`src/rtl/intersection_ctrl.sv`:
```
// Two-way intersection sequencer: NS/EW heads, all-red clearance and
// a latched pedestrian WALK phase, all timed from one down-counter.
module intersection_ctrl #(
    parameter int CNT_W      = 4,
    parameter int GREEN_CYC  = 8,
    parameter int YELLOW_CYC = 3,
    parameter int ALLRED_CYC = 1,
    parameter int WALK_CYC   = 6
) (
    input  logic       clk,
    input  logic       rst,
    input  logic       ped_req,
    input  logic       hold,
    output logic       ns_red,
    output logic       ns_yellow,
    output logic       ns_green,
    output logic       ew_red,
    output logic       ew_yellow,
    output logic       ew_green,
    output logic       walk,
    output logic       ped_pend,
    output logic [2:0] state_o
);

    typedef enum logic [2:0] {
        NS_G = 3'd0,
        NS_Y = 3'd1,
        AR_A = 3'd2,
        EW_G = 3'd3,
        EW_Y = 3'd4,
        AR_B = 3'd5,
        WALK = 3'd6
    } state_t;

    state_t           state;
    state_t           nxt;
    logic [CNT_W-1:0] timer;
    logic             adv;

    function automatic logic [CNT_W-1:0] load(input state_t s);
        case (s)
            NS_G, EW_G: load = CNT_W'(GREEN_CYC - 1);
            NS_Y, EW_Y: load = CNT_W'(YELLOW_CYC - 1);
            WALK:       load = CNT_W'(WALK_CYC - 1);
            default:    load = CNT_W'(ALLRED_CYC - 1);
        endcase
    endfunction

    function automatic state_t succ(input state_t s, input logic pend);
        case (s)
            NS_G:    succ = NS_Y;
            NS_Y:    succ = AR_A;
            AR_A:    succ = EW_G;
            EW_G:    succ = EW_Y;
            EW_Y:    succ = AR_B;
            AR_B:    succ = pend ? WALK : NS_G;
            WALK:    succ = NS_G;
            default: succ = AR_B;
        endcase
    endfunction

    // {ns_r, ns_y, ns_g, ew_r, ew_y, ew_g, walk}
    function automatic logic [6:0] lamps(input state_t s);
        case (s)
            NS_G:    lamps = 7'b0011000;
            NS_Y:    lamps = 7'b0101000;
            EW_G:    lamps = 7'b1000010;
            EW_Y:    lamps = 7'b1000100;
            WALK:    lamps = 7'b1001001;
            default: lamps = 7'b1001000;
        endcase
    endfunction

    assign adv = (timer == '0) && !hold;

    // Encoding 7 is not a named phase; it falls back to AR_B at once.
    always_comb begin
        nxt = state;
        if (state == state_t'(3'd7)) nxt = AR_B;
        else if (adv)                nxt = succ(state, ped_pend);
    end

    always_ff @(posedge clk) begin
        if (!rst) begin
            state    <= AR_B;
            timer    <= load(AR_B);
            ped_pend <= 1'b0;
            {ns_red, ns_yellow, ns_green,
             ew_red, ew_yellow, ew_green, walk} <= lamps(AR_B);
        end else begin
            state <= nxt;
            if (nxt != state)
                timer <= load(nxt);
            else if (!hold)
                timer <= timer - CNT_W'(1);
            // Entering WALK serves the request; a press on that edge is absorbed.
            if (nxt == WALK && state != WALK)
                ped_pend <= 1'b0;
            else if (ped_req && state != WALK)
                ped_pend <= 1'b1;
            {ns_red, ns_yellow, ns_green,
             ew_red, ew_yellow, ew_green, walk} <= lamps(nxt);
        end
    end

    assign state_o = state;

endmodule

```
`config.mk`:
```
export PLATFORM = sky130hd
export DESIGN_NAME = intersection_ctrl
export DESIGN_NICKNAME = d
export VERILOG_FILES = /design/src/rtl/intersection_ctrl.sv
export SDC_FILE = /design/constraint.sdc
export NUM_CORES = 1
export LEC_CHECK = 0
export ABC_AREA = 1
export BUFFER_PORTS_ARGS = -buffer_cell sky130_fd_sc_hd__buf_2
export CORE_AREA = 2 2 39 41
export CTS_BUF_LIST = sky130_fd_sc_hd__clkbuf_8
export CTS_CLUSTER_SIZE = 25
export DETAILED_ROUTE_END_ITERATION = 12
export DIE_AREA = 0 0 41 43
export PLACE_DENSITY = 0.83
export SETUP_SLACK_MARGIN = 0.4
export SLEW_MARGIN = 25
export SYNTH_ARGS = -nofsm -noshare
export SYNTH_HDL_FRONTEND = slang
export SYNTH_SLANG_ARGS = --single-unit
```
`constraint.sdc`:
```
create_clock -name clk -period 2.2 [get_ports clk]
set_clock_uncertainty 0.05 [all_clocks]
set_input_delay 0.11 -clock clk [delete_from_list [all_inputs] [get_ports clk]]
set_output_delay 0.11 -clock clk [all_outputs]
set_load 0.02 [all_outputs]
```
==> flow_summary.toml, run 1 <==
[outcome]
status = "finished clean"

[power]
leakagePower_nw = 0.462
p_clk_share_pct = 15.1
switching_power_w = 0.000731
p_seq_share_pct = 30.6
swShare_pct = 48.6
vdd_ir_drop_max_uv = 782
power_density_mw_per_mm2 = 1700
intPower_w = 0.000775
finalPower_w = 0.00151
pwr-share-comb_pct = 54.2

[clock_network]
clock_latency_ns = 0.25
cts_buffers = 3
clockBufferDepth = 2
ctsResizeCount = 0
root_buffer = "clkbuf_8"
cts_sinks = 15
hold_buffers = 0
cts.htree.levels = 1
postCtsSetupBuffers = 0
cts_tree = "built"
cts.clk_slew.worst_paths_ns = 0.06

[place]
dp.cells = 136
place_hpwl_um = 1110
port_buffers = 14
dpl_cell_area_um2 = 840
pre_cts_ws_ns = 0.605
gp_congestion = 0.766

[die]
rows = 14
ios = 15
fp.dieH_um = 43
core-area_mm2 = 0.00138
fp.dieW_um = 41
dieArea_mm2 = 0.00176
start_util_pct = 55.2

[synth]
synth_seq_cells = 15
ys_async_sr_fraction_pct = 0
synth_area_leader_cell = "dfxtp_1"
synth_flop_cell = "dfxtp_1"
syn-num-nets = 114
synth_cells = 108
synth_edf_count = 0
synth-seq-area-share_pct = 39.3
yosys.area.top_type_share_pct = 39.3
syn-cell-area_um2 = 764
ys_types = 24
yosysWarnings = 0
synth_area_leaders = "dfxtp_1 39%, nand2_1 15%, nor2_1 6.4%, nand3_1 5.2%, nand3_2 3.9%"
synth.avg_cell_area_um2 = 7.08

[critical_path]
cp.required_ns = 2.33
crit_type = "reg2reg"
r2r_setup_slack_ns = 0.60
cp_data_arrival_time_ns = 1.73
worst_setup_path_start_kind = "flip-flop"
end_kind = "flip-flop"
worst-path-max-fanout = 7

[drt]
vias_per_cell = 5.01
via_count = 702
drtAntennaViolNets = 0
drtIter0Drc = 13
wl_um = 1490
drc = 0
firstDrtPassIters = 6
post_drt_wl_per_cell_um = 10.6

[sta]
timing.final.hold_violations = 0
final.setup.tns_ns = 0
fin_crit_sh_pct = 72.7
max_freq_ghz = 0.625
worst_slew_pin_slew_ns = 0.406
max-slew-margin-rel_pct = 72.9
drv_slew = 0
rsz0062_at_grt = "false"
fin_crit_ns = 1.60
setup_viol = 0
fin_ws_ns = 0.600

[layout]
nFillCells = 123
drive_gt1_share_pct = 29.0
area_growth_pct = 15.9
n_antenna_cell = 0
final_nets = 131
fin_cells = 140
post-route-cell-area_um2 = 886

[grt]
grt_util_all_layers_pct = 21.1
grt_max_degree = 12
antenna_found_initial = 0
grt_pass1_vias = 629
grt_pass1_wl_um = 2500
overflow = 0

[flow_run]
cap_viol_max_count = 0

[hold_path]
hold_class = "in2reg"
## state kept, by name, indices dropped and copies added, names as in the netlist
| signal | flops |
|---|---|
| ns_yellow | 1 |
| ns_green | 1 |
| ew_green | 1 |
| timer | 4 |
| walk | 1 |
| ped_pend | 1 |
| state_o | 3 |
| ew_yellow | 1 |
| ew_red | 1 |
| ns_red | 1 |
## worst paths after layout
check,cells past startpoint,from,to
hold / removal,2,rst,state_o[2]
hold reg to reg,2,timer[1],timer[1]
setup reg to reg,10,timer[0],timer[1]
setup / recovery,10,timer[0],timer[1]
## critical path, cell delays in order (launching register included)
cell	delay, ns
dfxtp_1	0.32
inv_1	0.08
ha_1	0.18
nand2_2	0.07
nor2_4	0.19
nand3_1	0.10
nand2_1	0.16
nand2_1	0.09
nand2_1	0.10
nand2_1	0.06
a31oi_1	0.12
## power by group through the flow
stage	sequential [W]	clock (W)	combinational (W)
global placement	0.000462	0	0.000793
CTS	0.000461	0.000230	0.000819
finish	0.000461	0.000228	0.000817
detailed placement	0.000467	0	0.000810
floorplan	0.000533	0	0.000574
global route	0.000479	0.000240	0.000916
## cells by family after synthesis
| logic type | synth area share, % |
|---|---|
| simple gates | 36.5 |
| buf+inv | 9.98 |
| flops | 39.3 |
| compound gates | 9.82 |
| fa+ha+maj | 3.27 |
| xor+xnor | 1.15 |
## placed cells by master, fill, tap and decap left out, drive strengths merged
| cell | n |
|---|---|
| xor2 | 1 |
| a21oi | 2 |
| o221ai | 1 |
| nor3 | 1 |
| a211oi | 1 |
| inv | 15 |
| buf | 14 |
| clkbuf | 3 |
| a31oi | 2 |
| dfxtp | 15 |
| o21a | 1 |
| nor2 | 15 |
| a21boi | 1 |
| nand2 | 34 |
| o21ai | 3 |
| nand3 | 11 |
| ha | 2 |
| clkinv | 2 |
## cell usage after synthesis (2+ instances only)
cell / n
nand2_2: 4
o21ai_0: 3
nand3_1: 8
nor2_1: 13
ha_1: 2
nand3_2: 3
a21oi_1: 2
dfxtp_1: 15
inv_1: 8
nand2_1: 30
inv_2: 7
## per-layer routing
metal / routed length [µm] / share of wire [%] / vias up / GRT usage (%)
li1: - / - / 369 / -
met1: 725 / 49 / 317 / 27.1
met2: 674 / 45 / 11 / 30.0
met3: 55 / 3.7 / 5 / 6.81
met4: 34 / 2.3 / 0 / 12.0
met5: 0 / 0 / - / 0
## stage by stage
stage               hold WS, ns  util (%)
floorplan                 0.257         -
global placement          0.319      60.7
detailed placement        0.323      60.7
CTS                      0.0607      64.0
global route             0.0794      64.0
finish                   0.0625      64.0
## area by class of cell
class                      count  area (µm²)  area share (%)
clock buffer                   3        41.3            4.66
clock inverter                 1        5.00           0.565
inverter                      16        61.3            6.92
multi-input combinational     75         388            43.8
sequential                    15         300            33.9
tap                           16        20.0            2.26
timing repair buffer          14        70.1            7.91
No activity file was read; power rests on OpenSTA's default activity.
==> inputs of run 2 (changes only) <==
ABC_AREA = 0   (was 1)
CORE_AREA = not set   (was 2 2 39 41)
CORE_MARGIN = 2   (was not set)
CORE_UTILIZATION = 50   (was not set)
DIE_AREA = not set   (was 0 0 41 43)
PLACE_DENSITY = 0.76   (was 0.83)
clock period = 1.3 ns   (was 2.2 ns; I/O delays follow)
==> run 2 against run 1 <==
Against the previous run: the run now ends with setup timing left; clock-buffer cell count is the same; synthesized cell count is 23% lower; critical endpoint is now timer[0]; worst setup slack got worse by 0.95 ns; largest power group unchanged; sequential share of layout area shrank 8.3 points.
==> flow_summary.toml, run 2 <==
[clock_network]
clockBufferDepth = 2
cts.htree.levels = 1
hold_buffers = 0
cts.clk_slew.worst_paths_ns = 0.06
cts_tree = "built"
root_buffer = "clkbuf_8"
clock_latency_ns = 0.25
cts_sinks = 15
cts_buffers = 3

[layout]
final_common_cell = "buf_4"
n_antenna_cell = 0
nFillCells = 53
fin_cells = 133
post-route-cell-area_mm2 = 0.00123
area_growth_pct = 63.7
drive_gt1_share_pct = 61.0
regMostFlops = "timer"
final_cell_mix = "16 x buf_4, 10 x buf_2, 10 x buf_6"
largest_reg_flops = 4
final_nets = 125

[power]
p_clk_share_pct = 12.8
pwr-share-comb_pct = 62.9
power_density_mw_per_mm2 = 2410
leakagePower_nw = 0.520
p_seq_share_pct = 24.3
vdd_ir_drop_max_uv = 2050
switching_power_w = 0.00120
intPower_w = 0.00177
swShare_pct = 40.4

[drt]
wl_um = 2430
post_drt_wl_per_cell_um = 18.3
drtIter0Drc = 45
via_count = 838
firstDrtPassIters = 7
vias_per_cell = 6.30
drtAntennaViolNets = 0
drc = 0

[synth]
yosys.area.top_type_share_pct = 39.9
syn-num-nets = 89
ys_types = 33
syn-cell-area_um2 = 752
synth.avg_cell_area_um2 = 9.06
synth_simple_gate_area_share_pct = 23.0
yosysWarnings = 0
synthMostInstantiatedCell = "dfxtp_1"
synth_xor_area_share_pct = 4.66
synth_area_leader_cell = "dfxtp_1"
synth_compound_area_share_pct = 19.8
synth_fa_ha_area_share_pct = 4.66
synth_cells = 83
synth_area_leaders = "dfxtp_1 40%, xnor2_1 4.7%, nand2b_1 4.2%, a21oi_1 4.0%, ha_1 3.3%"
muxShareOfSynthArea_pct = 1.50
synth_top_family_by_area = "simple AND/OR/NAND/NOR gates"
synth_edf_count = 0
synth_seq_cells = 15
synth_commonest_cells = "15 x dfxtp_1, 6 x a21oi_1, 5 x nand2b_1"
ys_async_sr_fraction_pct = 0
synth_flop_cell = "dfxtp_1"
synth-seq-area-share_pct = 39.9

[place]
gp_congestion = 0.859
dp.cells = 125
dpl_cell_area_um2 = 966
place_hpwl_um = 1180
port_buffers = 14

[grt]
grt_pass1_vias = 702
use_met3_pct = 7.66
antenna_found_initial = 0
grt_pass1_wl_um = 2950
grt_util_all_layers_pct = 21.6
busiest_layer = "met2"
gr-usage-met2_pct = 39.1
grt_max_degree = 13
met1_usage_pct = 23.4
overflow = 0

[hold_path]
hold_class = "in2reg"
hold_start = "rst"

[critical_path]
r2r_end = "timer[0]"
rr_worst_depth = 5
r2r_start = "timer[1]"
crit_type = "reg2reg"
cp-endpoint = "timer[0]"
crit_chain = "inv_2 > ha_4 > or4b_4 > o311ai_2 > a21oi_1"
cpMaxStageDelayCell = "or4b_4"
end_kind = "flip-flop"
r2r_setup_slack_ns = -0.35
cp_data_arrival_time_ns = 1.71
cp.required_ns = 1.36
crit_path_start = "timer[1]"
worst-path-max-fanout = 3
worst_setup_path_start_kind = "flip-flop"
slowest_delay_ns = 0.49

[die]
start_util_pct = 55.7
core-area_mm2 = 0.00135
rows = 13
fp.dieW_um = 42.8
fp.dieH_um = 42.8
ios = 15
dieArea_mm2 = 0.00183

[sta]
max_freq_ghz = 0.607
fin_ws_ns = -0.347
worst_slew_pin_slew_ns = 0.353
fin_crit_sh_pct = 127
timing.final.hold_violations = 0
max-slew-margin-rel_pct = 76.2
rsz0062_at_grt = "true"
fin_crit_ns = 1.65
drv_slew = 0
setup_viol = 15

[flow_run]
cap_viol_max_count = 0

[outcome]
status = "finished, violations left"
violations = "setup timing"
-- run 2: cell count changes in the layout (fill, tap and decap cells not counted), sizes merged, moves of 5 or more --
cell and change:
buf +23, inv -11, nand2 -30, nand2b +5, nand3 -7, nor2 -13
-- run 2: logic make-up (layout without fill, tap and decap cells) --
group | Yosys count | in the layout
and+or+nand+nor | 28 | 28
AOI/OAI and AO/OA | 22 | 22
DFF | 15 | 15
buffers and inverters | 10 | 45
xor gates and xnor gates | 4 | 4
adders and majority gates | 3 | 3
muxes | 1 | 1
-- run 2: final cells by class --
type	instances	area [µm²]	share of cell area (%)
Timing Repair Buffer	37	298	24.2
Clock inverter	1	5.00	0.407
Tap cell	15	18.8	1.52
Inverter	4	15.0	1.22
Sequential cell	15	315	25.6
Clock buffer	3	41.3	3.35
Multi-Input combinational cell	58	538	43.7
-- run 2: per-layer routing --
metal,vias to the layer above,share of wire (%)
met3,10,9.8
met1,390,39
met4,0,3.2
li1,371,-
met5,-,0
met2,67,47
-- run 2: worst min-delay path by stage --
stage	to	slack [ns]	cells after the start
finish	state_o[0]	0.04	2
CTS	state_o[2]	0.06	2
global route	state_o[0]	0.05	2
detailed placement	state_o[2]	0.31	2
floorplan	walk	0.18	2
global placement	state_o[0]	0.30	2
-- run 2: critical path, delay by kind of cell (launching register included) --
kind,cells,cell delay (ns)
AOI/OAI and AO/OA,2,0.44
buffers and inverters,1,0.07
adders and majority gates,1,0.14
DFF,1,0.32
and+or+nand+nor,1,0.49
-- run 2: what timing repair did --
action                     4_1_cts  5_1_grt
buffers inserted                 2        2
setup endpoints to repair       19       19
resized for setup               16       29
pin swaps                        2        7
-- run 2: power groups by stage --
stage | clock network, W | registers [W] | logic (W)
2_1_floorplan | 0 | 0.000791 | 0.000700
3_3_place_gp | 0 | 0.000692 | 0.00123
3_5_place_dp | 0 | 0.000695 | 0.00126
4_1_cts | 0.000381 | 0.000695 | 0.00139
5_1_grt | 0.000415 | 0.000732 | 0.00197
6_report | 0.000380 | 0.000720 | 0.00187
-- run 2: per-stage QoR --
stage	util, %	setup TNS (ns)	hold WS (ns)	setup WS, ns	power [W]
3_5_place_dp	71.5	-3.00	0.314	-0.299	0.00196
2_1_floorplan	-	-1.64	0.181	-0.180	0.00149
6_report	91.2	-3.61	0.0392	-0.347	0.00297
3_3_place_gp	71.5	-2.42	0.298	-0.252	0.00192
5_1_grt	91.2	-4.33	0.0467	-0.395	0.00312
4_1_cts	80.1	-2.85	0.0580	-0.261	0.00247
==> inputs of run 3 (changes only) <==
SKIP_CTS_REPAIR_TIMING = 1   (was not set)
==> run 3 against run 2 <==
Against the previous run: the flow still finishes with violations (setup timing); first-iteration DRC count down 24%; sequential share of layout area fell by 0.61 points; worst setup slack gained 0.048 ns; total power increased by 3.0%; die area unchanged; utilization increased by 3.0 points; cell count up 1.5%; design area grew 3.3%; register-to-register slack improved by 0.05 ns; clock power decreased by 3%; non-clock buffer count increased by 2; largest power group unchanged.
==> flow_summary.toml, run 3 (same netlist as run 2, synthesis figures left out) <==
[critical_path]
worst-path-max-fanout = 3
cp.required_ns = 1.36
crit_family = "simple AND/OR/NAND/NOR gates"
cp_data_arrival_time_ns = 1.66
crit_type = "reg2reg"
cpMaxStageDelayCell = "or4b_4"
crit_chain = "inv_2 > ha_4 > or4b_4 > o311ai_2 > a21oi_1"
cp.buffers_inverters = 1
end_kind = "flip-flop"
slowest_delay_ns = 0.48
worst_setup_path_start_kind = "flip-flop"

[drt]
via_count = 838
drc = 0
wl_um = 2630
post_drt_wl_per_cell_um = 19.5
vias_per_cell = 6.21
drtAntennaViolNets = 0
firstDrtPassIters = 4
drtIter0Drc = 34

[sta]
rsz0062_at_grt = "true"
fin_ws_ns = -0.299
max-slew-margin-rel_pct = 70.4
worst_slew_pin_slew_ns = 0.439
setup_viol = 15
drv_slew = 0
whs_ns = 0.0657
timing.final.hold_violations = 0
fin_crit_sh_pct = 123
max_freq_ghz = 0.625
fin_crit_ns = 1.60

[grt]
grt_pass1_vias = 666
gr-usage-met2_pct = 33.0
grt_max_degree = 15
use_met3_pct = 7.66
met1_usage_pct = 23.1
antenna_found_initial = 0
grt_pass1_wl_um = 2730
overflow = 0
busiest_layer = "met2"
grt_util_all_layers_pct = 19.5

[power]
switching_power_w = 0.00123
leakagePower_nw = 0.535
swShare_pct = 40.2
power_density_mw_per_mm2 = 2400
p_seq_share_pct = 24.2
intPower_w = 0.00183
p_clk_share_pct = 12.1
vdd_ir_drop_max_uv = 1850
finalPower_w = 0.00306
pwr-share-comb_pct = 63.8

[layout]
drive_gt1_share_pct = 62.5
final_common_cell = "buf_4"
final_cell_mix = "18 x buf_4, 10 x buf_2, 9 x dfxtp_1, 9 x buf_6, 5 x nand2b_1"
nFillCells = 44
final_nets = 127
regMostFlops = "timer"
n_antenna_cell = 0
area_growth_pct = 69.1
largest_reg_flops = 4

[clock_network]
cts_buffers = 3
clock_latency_ns = 0.25
cts.htree.levels = 1
cts.clk_slew.worst_paths_ns = 0.06
clockBufferDepth = 2
cts_sinks = 15
root_buffer = "clkbuf_8"
cts_tree = "built"

[place]
gp_congestion = 0.859
pre_cts_ws_ns = -0.299
port_buffers = 14
place_hpwl_um = 1180

[die]
dieArea_mm2 = 0.00183
fp.dieH_um = 42.8
ios = 15
fp.dieW_um = 42.8
rows = 13
core-area_mm2 = 0.00135
start_util_pct = 55.7

[flow_run]
cap_viol_max_count = 0

[outcome]
violations = "setup timing"
status = "finished, violations left"

[hold_path]
hold_class = "in2reg"
==> run 3: changes by cell type in the layout (fill, tap and decap cells not counted), sizes merged <==
cell and delta:
buf +2
==> run 3: per-layer routing <==
layer	vias up	part of all wire, %	wire length, µm
met5	-	0	0
met2	52	53	1410
met1	396	37	963
met3	8	7.0	185
met4	0	2.9	76
li1	382	-	-
==> run 3: power groups by stage <==
stage | Sequential, W | Combinational (W) | Clock [W]
final | 0.000738 | 0.00195 | 0.000368
after global routing | 0.000751 | 0.00206 | 0.000395
after CTS | 0.000687 | 0.00127 | 0.000381
after detailed placement | 0.000695 | 0.00126 | 0
after global placement | 0.000692 | 0.00123 | 0
after floorplan | 0.000791 | 0.000700 | 0
==> run 3: final timing paths <==
kind / endpoint / slack, ns / start / cells after the start
max: timer[0] / -0.30 / timer[1] / 5
min: state_o[0] / 0.07 / rst / 2
max reg2reg: timer[0] / -0.30 / timer[1] / 5
min reg2reg: walk / 0.50 / ped_pend / 2
==> run 3: final cells by class <==
class	instances	area, µm²	area share (%)
clock buffer	3	41.3	3.25
clock inverter	1	5.00	0.394
inverter	4	15.0	1.18
multi-input combinational	58	552	43.4
sequential	15	318	25.0
tap	15	18.8	1.48
timing repair buffer	39	322	25.3
==> run 3: metrics by stage <==
step,TNS (ns),utilization [%],area [µm²],instances
after floorplan,-1.64,-,769,83
after global placement,-2.42,71.5,966,125
after detailed placement,-3.00,71.5,966,125
after CTS,-3.13,75.0,1010,129
after global routing,-3.89,94.2,1270,135
final,-3.17,94.2,1270,135
